===== src/rtl/lieat_idu_oitf_pkg.sv =====
// lieat_idu_oitf_pkg: shared types and constants for the outstanding instruction track FIFO
package lieat_idu_oitf_pkg;
    localparam int REG_IDX_W  = 5;
    localparam int OITF_DEPTH = 4;

    typedef struct packed {
        logic                 vld;
        logic [REG_IDX_W-1:0] rd_idx;
        logic                 rd_wen;
    } oitf_entry_t;
endpackage


===== src/rtl/lieat_dfflr.sv =====
// lieat_dfflr: load-enabled flop with asynchronous active-low reset to zero
//   clk_i  : clock
//   rst_ni : async reset, active low
//   en_i   : load enable
//   d_i    : next value
//   q_o    : registered value
module lieat_dfflr #(
    parameter int W = 1
) (
    input  logic         clk_i,
    input  logic         rst_ni,
    input  logic         en_i,
    input  logic [W-1:0] d_i,
    output logic [W-1:0] q_o
);
    always_ff @(posedge clk_i or negedge rst_ni) begin
        if (!rst_ni)
            q_o <= '0;
        else if (en_i)
            q_o <= d_i;
    end
endmodule


===== src/rtl/lieat_oitf_dep_cmp.sv =====
// lieat_oitf_dep_cmp: matches one register index against every outstanding OITF rd
//   idx_i    : register index under test
//   en_i     : index is actually used by the instruction
//   vld_i    : per-entry valid
//   wen_i    : per-entry rd-write flag
//   rd_idx_i : per-entry rd, entry k at bits [k*5 +: 5]
//   hit_o    : at least one live entry writes this index
module lieat_oitf_dep_cmp
    import lieat_idu_oitf_pkg::*;
#(
    parameter int DEPTH = OITF_DEPTH
) (
    input  logic [REG_IDX_W-1:0]       idx_i,
    input  logic                       en_i,
    input  logic [DEPTH-1:0]           vld_i,
    input  logic [DEPTH-1:0]           wen_i,
    input  logic [DEPTH*REG_IDX_W-1:0] rd_idx_i,
    output logic                       hit_o
);
    logic [DEPTH-1:0] match;

    for (genvar i = 0; i < DEPTH; i++) begin : g_match
        assign match[i] = vld_i[i] & wen_i[i] & (rd_idx_i[i*REG_IDX_W +: REG_IDX_W] == idx_i);
    end

    // x0 is hardwired to zero and can never carry a hazard
    assign hit_o = en_i & (idx_i != '0) & (|match);
endmodule


===== src/rtl/lieat_idu_oitf.sv =====
// lieat_idu_oitf: outstanding instruction track FIFO with RAW/WAW hazard detection
//   clock, reset            : clock, async active-low reset
//   disp_ena/_rd_idx/_rd_wen: allocate a long-latency instruction and its rd
//   dec_rs1/rs2/rd_*        : operands of the instruction at dispatch
//   ret_ena                 : retire the oldest entry
//   alloc_ptr, ret_ptr      : next allocation slot, oldest slot
//   ret_rd_idx/_wen         : rd info of the oldest entry
//   oitf_full, oitf_empty   : occupancy flags from registered pointers only
//   raw_dep, waw_dep        : hazards against outstanding entries
module lieat_idu_oitf
    import lieat_idu_oitf_pkg::*;
#(
    parameter int DEPTH = OITF_DEPTH,
    parameter int PTR_W = 2
) (
    input  logic                 clock,
    input  logic                 reset,
    input  logic                 disp_ena,
    input  logic [REG_IDX_W-1:0] disp_rd_idx,
    input  logic                 disp_rd_wen,
    input  logic [REG_IDX_W-1:0] dec_rs1_idx,
    input  logic                 dec_rs1_en,
    input  logic [REG_IDX_W-1:0] dec_rs2_idx,
    input  logic                 dec_rs2_en,
    input  logic [REG_IDX_W-1:0] dec_rd_idx,
    input  logic                 dec_rd_wen,
    input  logic                 ret_ena,
    output logic [PTR_W-1:0]     alloc_ptr,
    output logic [PTR_W-1:0]     ret_ptr,
    output logic [REG_IDX_W-1:0] ret_rd_idx,
    output logic                 ret_rd_wen,
    output logic                 oitf_full,
    output logic                 oitf_empty,
    output logic                 raw_dep,
    output logic                 waw_dep
);
    localparam int ENT_W = $bits(oitf_entry_t);

    logic [PTR_W:0]                 alloc_ptr_q, alloc_ptr_d, ret_ptr_q, ret_ptr_d;
    logic                           alloc_fire, ret_fire;
    oitf_entry_t [DEPTH-1:0]        ent_q;
    logic [DEPTH-1:0]               vld, wen;
    logic [DEPTH-1:0][REG_IDX_W-1:0] idx;
    logic                           rs1_hit, rs2_hit, rd_hit;

    // MSB of each pointer is a wrap flag distinguishing full from empty
    assign oitf_empty = alloc_ptr_q == ret_ptr_q;
    assign oitf_full  = (alloc_ptr_q[PTR_W-1:0] == ret_ptr_q[PTR_W-1:0]) &&
                        (alloc_ptr_q[PTR_W] != ret_ptr_q[PTR_W]);

    // Gating uses registered flags, so a same-cycle retire never frees a slot
    // for a same-cycle allocate, nor the reverse
    assign alloc_fire  = disp_ena & ~oitf_full;
    assign ret_fire    = ret_ena & ~oitf_empty;
    assign alloc_ptr_d = alloc_ptr_q + (PTR_W+1)'(1);
    assign ret_ptr_d   = ret_ptr_q + (PTR_W+1)'(1);

    lieat_dfflr #(.W(PTR_W+1)) u_alloc_ptr (
        .clk_i (clock),
        .rst_ni(reset),
        .en_i  (alloc_fire),
        .d_i   (alloc_ptr_d),
        .q_o   (alloc_ptr_q)
    );

    lieat_dfflr #(.W(PTR_W+1)) u_ret_ptr (
        .clk_i (clock),
        .rst_ni(reset),
        .en_i  (ret_fire),
        .d_i   (ret_ptr_d),
        .q_o   (ret_ptr_q)
    );

    for (genvar i = 0; i < DEPTH; i++) begin : g_ent
        logic        set, clr;
        oitf_entry_t ent_d;
        // set and clr cannot hit one slot together: equal low pointer bits
        // mean empty (no retire) or full (no allocate)
        assign set   = alloc_fire && (alloc_ptr_q[PTR_W-1:0] == PTR_W'(i));
        assign clr   = ret_fire && (ret_ptr_q[PTR_W-1:0] == PTR_W'(i));
        assign ent_d = set ? '{vld: 1'b1, rd_idx: disp_rd_idx, rd_wen: disp_rd_wen}
                           : '{vld: 1'b0, rd_idx: ent_q[i].rd_idx, rd_wen: ent_q[i].rd_wen};
        lieat_dfflr #(.W(ENT_W)) u_ent (
            .clk_i (clock),
            .rst_ni(reset),
            .en_i  (set | clr),
            .d_i   (ent_d),
            .q_o   (ent_q[i])
        );
        assign vld[i] = ent_q[i].vld;
        assign wen[i] = ent_q[i].rd_wen;
        assign idx[i] = ent_q[i].rd_idx;
    end

    lieat_oitf_dep_cmp #(.DEPTH(DEPTH)) u_cmp_rs1 (
        .idx_i   (dec_rs1_idx),
        .en_i    (dec_rs1_en),
        .vld_i   (vld),
        .wen_i   (wen),
        .rd_idx_i(idx),
        .hit_o   (rs1_hit)
    );

    lieat_oitf_dep_cmp #(.DEPTH(DEPTH)) u_cmp_rs2 (
        .idx_i   (dec_rs2_idx),
        .en_i    (dec_rs2_en),
        .vld_i   (vld),
        .wen_i   (wen),
        .rd_idx_i(idx),
        .hit_o   (rs2_hit)
    );

    lieat_oitf_dep_cmp #(.DEPTH(DEPTH)) u_cmp_rd (
        .idx_i   (dec_rd_idx),
        .en_i    (dec_rd_wen),
        .vld_i   (vld),
        .wen_i   (wen),
        .rd_idx_i(idx),
        .hit_o   (rd_hit)
    );

    assign raw_dep    = rs1_hit | rs2_hit;
    assign waw_dep    = rd_hit;
    assign alloc_ptr  = alloc_ptr_q[PTR_W-1:0];
    assign ret_ptr    = ret_ptr_q[PTR_W-1:0];
    assign ret_rd_idx = ent_q[ret_ptr].rd_idx;
    assign ret_rd_wen = ent_q[ret_ptr].rd_wen;

    // Protocol errors are dropped by the gating above; flag them in simulation
    a_no_alloc_full: assert property (@(posedge clock) disable iff (!reset) !(disp_ena && oitf_full))
        else $warning("oitf: dispatch while full ignored");
    a_no_ret_empty: assert property (@(posedge clock) disable iff (!reset) !(ret_ena && oitf_empty))
        else $warning("oitf: retire while empty ignored");
endmodule


===== config.mk =====
export PLATFORM = sky130hd
export DESIGN_NAME = lieat_idu_oitf
export DESIGN_NICKNAME = d
export VERILOG_FILES = /design/src/rtl/lieat_idu_oitf_pkg.sv /design/src/rtl/lieat_dfflr.sv /design/src/rtl/lieat_oitf_dep_cmp.sv /design/src/rtl/lieat_idu_oitf.sv
export SDC_FILE = /design/constraint.sdc
export NUM_CORES = 1
export LEC_CHECK = 0
export ABC_CLOCK_PERIOD_IN_PS = 2600
export CAP_MARGIN = 20
export CORE_ASPECT_RATIO = 1.5
export CORE_UTILIZATION = 47
export DETAILED_ROUTE_END_ITERATION = 8
export PLACE_DENSITY = 0.7
export SLEW_MARGIN = 5
export SYNTH_ARGS = -nofsm -noshare
export SYNTH_HDL_FRONTEND = slang
export SYNTH_HIERARCHICAL = 1
export SYNTH_SLANG_ARGS = --single-unit

===== constraint.sdc =====
create_clock -name clock -period 2.6 [get_ports clock]
set_input_delay 0.65 -clock clock [delete_from_list [all_inputs] [get_ports clock]]
set_output_delay 0.65 -clock clock [all_outputs]
set_load 0.03 [all_outputs]

Word level (Yosys, flattened, before mapping)
Index checks and enable logic that the tools add are counted.

operators by class
  $add $sub $neg = 2
  order comparisons = 1
  equal/unequal tests = 21
  mux-type cells = 6
  bitwise logic cells = 31
  reduce and logical (&&, ||, !) cells = 21

operators by type and width
  kind                   number
  $eq A5 B5 Y1           12
  $mux W7                4
  $and A1 B1 Y1          24
  $reduce_bool A5 Y1     3
  $bmux W7 S2            1
  $reduce_or A4 Y1       3
  $logic_and A1 B1 Y1    9
  $eq A2 B2 Y1 const B   4
  $reduce_and A2 Y1      4
  $add A3 B1 Y3 const B  2
  $mux W6                1
  $or A1 B1 Y1           5
  $eq A2 B1 Y1 const B   2
  $logic_not A2 Y1       2
  $eq A3 B3 Y1           1
  $lt A2 B3 Y1 const B   1
  $eq A2 B2 Y1           1
  $not A1 Y1             2
  $ne A1 B1 Y1           1

word-level totals
  register bits = 34
  bits of input ports = 28
  word-level logic and storage cells = 92

Depth between registers and ports, before layout
Gate-level depths: netlist of the first run.

  depth after elaboration = 7
  mapped depth = 7
  gate-level depth less buffers = 6

Cells and area by module
The synthesis of the first run kept the hierarchy.

by module, submodules not included
  module                             times used  cells each  area an instance (µm²)  seq. area each (µm²)
  lieat_dfflr at g_ent[0].u_ent ...  4           15          291.5                   175.2
  lieat_oitf_dep_cmp                 3           36          305.3                   0.0
  lieat_idu_oitf                     1           67          834.6                   0.0
  lieat_dfflr at u_alloc_ptr ...     2           6           108.9                   75.1

Worst setup path after synthesis of the first run
OpenSTA, ideal clock, no wires.

  kind = in2out
  start point = in dec_rs2_idx[0]
  end point = out raw_dep
  arrival = 1.772 ns
  path slack = 0.178 ns
  stages = 4
  path buffers = 1
  cells stage by stage = buf_2 or3_1 o311a_1 or2_2

on the way
  word-level cells in the longest chain between the ends = 5
  elaborated cells between the ends (all ways) = 13
  those cells by class = 4 x eq/ne; 7 x bitwise; 2 x reduce/logical

RTL lines
  element           line                      text
  start, declared   lieat_idu_oitf.sv:23      input logic [REG_IDX_W-1:0] dec_rs2_idx,
  $eq A5 B5 Y1      lieat_oitf_dep_cmp.sv:23  assign match[i] = vld_i[i] & wen_i[i] & (rd_idx_i[i*REG_IDX_W +: REG_IDX_W] == idx_i);
  $and A1 B1 Y1     lieat_oitf_dep_cmp.sv:23
  $reduce_or A4 Y1  lieat_oitf_dep_cmp.sv:27  assign hit_o = en_i & (idx_i != '0) & (|match);
  $and A1 B1 Y1 *   lieat_oitf_dep_cmp.sv:27
  via rs2_hit       lieat_idu_oitf.sv:44      logic rs1_hit, rs2_hit, rd_hit;
  $or A1 B1 Y1 *    lieat_idu_oitf.sv:122     assign raw_dep = rs1_hit | rs2_hit;
  end, declared     lieat_idu_oitf.sv:34      output logic raw_dep,

The timed path passes the listed nets; every way through them passes the cells marked *.

Worst setup path in the final report of the first run
  start point = in dec_rs2_idx[2]
  end point = out raw_dep

The elaborated chain is that of the path after synthesis.

==> results.json, run 1 <==
{
  "period_share": 1.03,
  "worst_slack_ns": -0.0768,
  "crit_arrival_ns": 2.03,
  "p_leak_nw": 1.69,
  "grt_pass1_vias": 2223,
  "violations": "setup timing",
  "worstHoldPathCells": 1,
  "die_h_microns": 102,
  "ctsRootBufferMaster": "clkbuf_8",
  "slowest_delay_ns": 0.27,
  "cts_buffer_depth": 2,
  "endpoint_kind": "output port",
  "cts_tree": "built",
  "area_growth_pct": 23.3,
  "place_congestion": 0.852,
  "slew_violations": 0,
  "setup_viol": 2,
  "hold_class": "reg2reg",
  "die_area_sq_um": 7010,
  "hold_path_end": "g_ent[3].u_ent/q_o[6]$_DFFE_PN0P_",
  "pwr-share-comb": 0.647,
  "hpwl_mm": 5.56,
  "yosysSeqAreaShare": 0.271,
  "grt_overflow": 0,
  "power.internal_mw": 2.80,
  "r2r_slack_ns": 0.31,
  "synth-seq-cells": 34,
  "crit_fanout": 4,
  "fmax_mhz": 374,
  "cts_max_level": 2,
  "synth.area.top_cells": "dfrtp_1 27%, mux2_4 16%, xor2_1 13%, mux2_2 8.6%, buf_6 6.1%",
  "synth_nets": 283,
  "rsz0062_at_grt": "yes",
  "fin_skew_ns": 0.00425,
  "clock_sinks": 34,
  "switching_share": 0.437,
  "min_from": "g_ent[3].u_ent/q_o[6]$_DFFE_PN0P_",
  "drc": 0,
  "nFillCells": 579,
  "async_reset_ff_frac": 1.00,
  "clk_latency_ns": 0.28,
  "hold_viol": 0,
  "grtUsageTotal": 0.232,
  "pre_cts_ws_ns": -0.557,
  "ant_nets": 0,
  "r2r-end": "g_ent[3].u_ent/q_o[5]$_DFFE_PN0P_",
  "fp.dieW_microns": 68.7,
  "worst_slew_pin_slew_ns": 0.540,
  "yosysTopAreaCellShare": 0.271,
  "synthCells": 247,
  "pwr-share-seq": 0.271,
  "yosysMostFrequentCell": "xor2_1",
  "coreArea_sq_um": 6490,
  "drt_iter0_markers": 117,
  "crit_top_cell": "nand4_1",
  "synth_cell_types": 26,
  "antenna_found_initial": 0,
  "io_buffer_count": 41,
  "clk_pin_slew_ns": 0.07,
  "drv_cap": 0,
  "p_clk_frac": 0.082,
  "slew-limit-headroom": 0.640,
  "synth_ff_type": "dfrtp_1",
  "slowest_stage": "clkdlybuf4s15_1",
  "antenna_cells": 0,
  "startpoint_type": "input port",
  "num_vias": 2171,
  "peakVddDrop_uv": 961,
  "rr_worst_depth": 6,
  "grt_max_degree": 35,
  "grt_pass1_wl_mm": 11.4,
  "num_rows": 36,
  "status": "finished, violations left",
  "yosys.area.top_type": "dfrtp_1",
  "reg2reg_from": "u_ret_ptr/q_o[0]$_DFFE_PN0P_",
  "total_power_mw": 4.97,
  "hold_buffers": 0,
  "worstPathCellList": "clkdlybuf4s15_1, xor2_1, nor4_1, nand4_1, nand4_1, o311a_1, or2_4, buf_6",
  "switchingPower_mw": 2.17,
  "synth_edf_count": 0,
  "crit_type": "in2out",
  "final_nets": 344,
  "syn_area_sq_um": 3130,
  "fin_crit_ns": 2.68,
  "initial_utilization": 0.483,
  "syn_area_per_cell_sq_um": 12.7,
  "viasPerCell": 5.64,
  "holdWs_ns": 0.609,
  "routed_wl_mm": 7.52,
  "synth_common_cells": "47 x xor2_1, 34 x dfrtp_1, 34 x mux2_4, 24 x mux2_2, 17 x buf_6",
  "cts_buffers": 5,
  "layout-drive-gt1-share": 0.492,
  "ioPinCount": 42,
  "wl_per_cell_microns": 19.5,
  "dr.pass1.iters": 4,
  "ys_warn_count": 6,
  "crit_required_ns": 1.95,
  "power_density_nw_per_um2": 1290
}
-- repair_timing --
| item | CTS | global route |
|---|---|---|
| gates cloned | 0 | 0 |
| gates resized for setup | 75 | 17 |
| setup buffers | 1 | 5 |
| setup endpoints to repair | 9 | 3 |
| pin swaps | 19 | 15 |
-- per-stage QoR --
step	utilization	std cells	setup TNS, ns	cell area (sq um)
floorplan	-	247	0	3130
global placement	0.565	371	-0.959	3660
detailed placement	0.565	371	-0.988	3660
CTS	0.583	380	-0.0649	3780
global route	0.596	385	-0.186	3860
finish	0.596	385	-0.120	3860
-- power groups by stage --
stage	clock network [mW]	registers, mW	logic, mW
after floorplan	0	1.22	2.37
final	0.408	1.35	3.22
after detailed placement	0	1.35	3.11
after CTS	0.416	1.34	3.12
after global placement	0	1.35	3.06
after global routing	0.433	1.40	3.41
-- critical path, delay by kind of cell --
family	cells	cell delay [ns]
compound gates	1	0.18
xor+xnor	1	0.21
buf+inv	2	0.39
simple gates	4	0.60
-- cell families (layout without fill, tap and decap cells) --
kind of cell,after synthesis,in the layout,share of synthesized area
xor gates and xnor gates,65,65,0.207
muxes,64,64,0.292
and+or+nand+nor,39,39,0.0755
DFF,34,34,0.271
buffers and inverters,26,88,0.0743
AOI/OAI and AO/OA,11,11,0.0479
adders and majority gates,8,8,0.0319
-- routing by layer --
metal,part of all wire,wire [microns],GRT usage
met5,0,0,0
met4,0.031,236,0.0929
met3,0.047,355,0.0413
met2,0.53,3980,0.405
met1,0.39,2950,0.272
-- state kept, by name, summed over array words and instances (netlist names) --
name             cells
g_ent.u_ent/q_o     28
u_alloc_ptr/q_o      3
u_ret_ptr/q_o        3
-- cell usage in the layout (no fill, tap or decap) --
cell type,netlist,routed
dfrtp_1,34,27
xnor2_4,2,2
and3_2,1,1
buf_4,1,32
mux2_4,34,34
or3_1,3,3
buf_12,0,3
xnor2_1,12,12
or2_4,0,1
xor2_4,1,1
and2_1,1,1
clkdlybuf4s50_1,0,16
nand2_1,4,4
clkbuf_8,0,6
buf_6,17,7
nand4_1,15,15
buf_2,3,6
nor4_2,0,8
o311a_1,3,3
a31oi_4,4,4
inv_1,5,5
clkbuf_1,0,1
nor4_1,12,4
nand3b_1,1,1
clkdlybuf4s15_2,0,3
mux4_2,6,6
clkinv_2,0,1
xor2_2,3,6
ha_1,8,8
a31o_1,4,4
clkdlybuf4s15_1,0,1
dlygate4sd2_1,0,7
mux2_2,24,24
xor2_1,47,44
nor2b_1,1,1
dfrtp_2,0,7
-- worst max-delay path by stage --
stage / start / end / slack [ns] / depth (start not counted)
2_1_floorplan: dec_rs2_idx[0] / raw_dep / 0.18 / 4
3_3_place_gp: dec_rs2_idx[3] / raw_dep / -0.54 / 9
3_5_place_dp: dec_rs2_idx[3] / raw_dep / -0.56 / 9
4_1_cts: dec_rs2_idx[3] / raw_dep / -0.06 / 9
5_1_grt: dec_rs1_idx[1] / raw_dep / -0.10 / 9
6_report: dec_rs2_idx[2] / raw_dep / -0.08 / 8
-- final cells by class --
type	instances	area, sq um	area share
Clock buffer	7	86.3	0.0223
Clock inverter	1	5.00	0.00129
Inverter	5	18.8	0.00486
Multi-Input combinational cell	187	2130	0.550
Sequential cell	34	860	0.222
Tap cell	76	95.1	0.0246
Timing Repair Buffer	75	674	0.174
Note: power is estimated with default switching activity, not from simulation.
==> run 2, diff against run 1 <==
--- a/config.mk
+++ b/config.mk
@@ -8,9 +8,9 @@
 export ABC_CLOCK_PERIOD_IN_PS = 2600
 export CAP_MARGIN = 20
 export CORE_ASPECT_RATIO = 1.5
-export CORE_UTILIZATION = 47
+export CORE_UTILIZATION = 56
 export DETAILED_ROUTE_END_ITERATION = 8
-export PLACE_DENSITY = 0.7
+export PLACE_DENSITY = 0.81
 export SLEW_MARGIN = 5
 export SYNTH_ARGS = -nofsm -noshare
 export SYNTH_HDL_FRONTEND = slang
==> results.json, run 2 (same netlist as run 1, synthesis figures left out) <==
{
  "rr_worst_depth": 8,
  "initial_utilization": 0.579,
  "cts_max_level": 2,
  "routed_wl_mm": 7.93,
  "period_share": 1.03,
  "ioPinCount": 42,
  "p_leak_nw": 1.70,
  "num_vias": 2245,
  "grtUsageTotal": 0.283,
  "endpoint_kind": "output port",
  "die_h_microns": 93.6,
  "worst_slew_pin_slew_ns": 0.598,
  "dp.cells": 359,
  "rsz0062_at_grt": "yes",
  "power_density_nw_per_um2": 1330,
  "stdcell_count": 370,
  "ant_nets": 0,
  "drc": 0,
  "reg_top3": "g_ent.u_ent/q_o: 28 flops, u_alloc_ptr/q_o: 3 flops, u_ret_ptr/q_o: 3 flops",
  "clock_sinks": 34,
  "fin_skew_ns": 0.00306,
  "hold_buffers": 0,
  "slowest_stage": "nor4_2",
  "clk_latency_ns": 0.29,
  "drv_cap": 0,
  "num_rows": 33,
  "slowest_delay_ns": 0.37,
  "grt_pass1_wl_mm": 12.3,
  "grt_pass1_vias": 2322,
  "place_congestion": 0.937,
  "layout-drive-gt1-share": 0.470,
  "largest_register": "g_ent.u_ent/q_o",
  "crit_type": "in2out",
  "holdWs_ns": 0.595,
  "cts_buffers": 5,
  "dr.pass1.iters": 5,
  "wl_per_cell_microns": 21.4,
  "final_cell_mix": "46 x xor2_1, 34 x mux2_4, 29 x dfrtp_1, 25 x buf_4, 24 x mux2_2",
  "peakVddDrop_uv": 1000,
  "slew_violations": 0,
  "grt_max_degree": 35,
  "crit_top_cell": "nand4_1",
  "area_growth_pct": 21.6,
  "drt_iter0_markers": 127,
  "cts_buffer_depth": 2,
  "crit_fanout": 5,
  "path_delay_family": "simple AND/OR/NAND/NOR gates",
  "total_power_mw": 5.06,
  "hold_class": "reg2reg",
  "io_buffer_count": 41,
  "die_area_sq_um": 5910,
  "cts_tree": "built",
  "ctsRootBufferMaster": "clkbuf_8",
  "status": "finished, violations left",
  "largest_reg_flops": 28,
  "hold_viol": 0,
  "worst_slack_ns": -0.0655,
  "antenna_cells": 0,
  "antenna_found_initial": 0,
  "fp.dieW_microns": 63.1,
  "path_buf_inv": 2,
  "final_nets": 335,
  "fmax_mhz": 375,
  "crit_arrival_ns": 2.02,
  "multi_input_area_sq_um": 2120,
  "setup_viol": 1,
  "coreArea_sq_um": 5410,
  "path_depth": 8,
  "viasPerCell": 6.07,
  "violations": "setup timing",
  "worstHoldPathCells": 1,
  "hpwl_mm": 5.52,
  "worstPathCellList": "buf_2, xor2_1, nor4_2, nand4_1, nand4_1, o311a_1, or2_4, buf_6",
  "fin_crit_ns": 2.67,
  "crit_required_ns": 1.95,
  "startpoint_type": "input port",
  "nFillCells": 374,
  "final_common_cell": "xor2_1",
  "clk_pin_slew_ns": 0.07,
  "regArea_sq_um": 857,
  "grt_overflow": 0,
  "slew-limit-headroom": 0.601
}
[run 2: cell count changes in the layout (fill, tap and decap cells not counted), sizes merged]
cell	change
bufinv	+1
clkinv	+1
clkdlybuf4s15	-2
clkbuf	-2
dlygate4sd2	-5
dlymetal6s2s	+4
buf	-6
[run 2: repair_timing]
item                       in CTS  in global routing
setup endpoints to repair       8                  7
gates resized for setup        91                  8
pin swaps                      19                  2
buffers inserted                2                  1
[run 2: area by class of cell]
cell class,count,share of cell area
flip-flops and latches,34,0.225
multi-input cells,187,0.555
clock buffers,5,0.0181
repair buffers,66,0.163
well taps,70,0.0230
clock inverters,3,0.0105
inverters,5,0.00492
[run 2: layer usage]
| layer | wire [microns] | vias to the layer above | GRT usage |
|---|---|---|---|
| met5 | 0 | - | 0 |
| met4 | 363 | 0 | 0.134 |
| met3 | 422 | 33 | 0.0427 |
| met2 | 4140 | 112 | 0.507 |
| met1 | 3010 | 1112 | 0.324 |
| li1 | - | 988 | - |
[run 2: through the flow]
| stage | util | worst slack (ns) | instance area (sq um) | setup TNS [ns] |
|---|---|---|---|---|
| floorplan | - | 0.178 | 3130 | 0 |
| global placement | 0.668 | -0.545 | 3610 | -1.03 |
| detailed placement | 0.668 | -0.569 | 3610 | -1.13 |
| CTS | 0.701 | -0.0187 | 3790 | -0.0332 |
| global route | 0.705 | -0.139 | 3810 | -0.192 |
| finish | 0.705 | -0.0655 | 3810 | -0.0655 |
[run 2: final timing paths]
check | slack (ns) | endpoint | start
max in group asynchronous | 1.48 | u_ret_ptr/q_o[0]$_DFFE_PN0P_ | reset
max reg2reg | 0.24 | g_ent[0].u_ent/q_o[3]$_DFFE_PN0P_ | u_ret_ptr/q_o[0]$_DFFE_PN0P_
min reg2reg | 0.59 | g_ent[1].u_ent/q_o[6]$_DFFE_PN0P_ | g_ent[1].u_ent/q_o[6]$_DFFE_PN0P_
min | 0.59 | g_ent[1].u_ent/q_o[6]$_DFFE_PN0P_ | g_ent[1].u_ent/q_o[6]$_DFFE_PN0P_
max | -0.07 | raw_dep | dec_rs2_idx[1]
min in group asynchronous | 0.78 | u_alloc_ptr/q_o[0]$_DFFE_PN0P_ | reset
[run 2: report_power, final]
part           total, mW  switching [mW]  internal, mW
sequential          1.38           0.590         0.787
combinational       3.21            1.43          1.78
clock              0.480           0.198         0.282
[run 2: worst reg2reg max path, delay by kind of cell (launching register included)]
family	cells	cell delay [ns]
muxes	1	0.30
DFF	1	0.49
xor gates and xnor gates	1	0.16
AOI/OAI and AO/OA	2	0.62
buffers and inverters	4	0.68
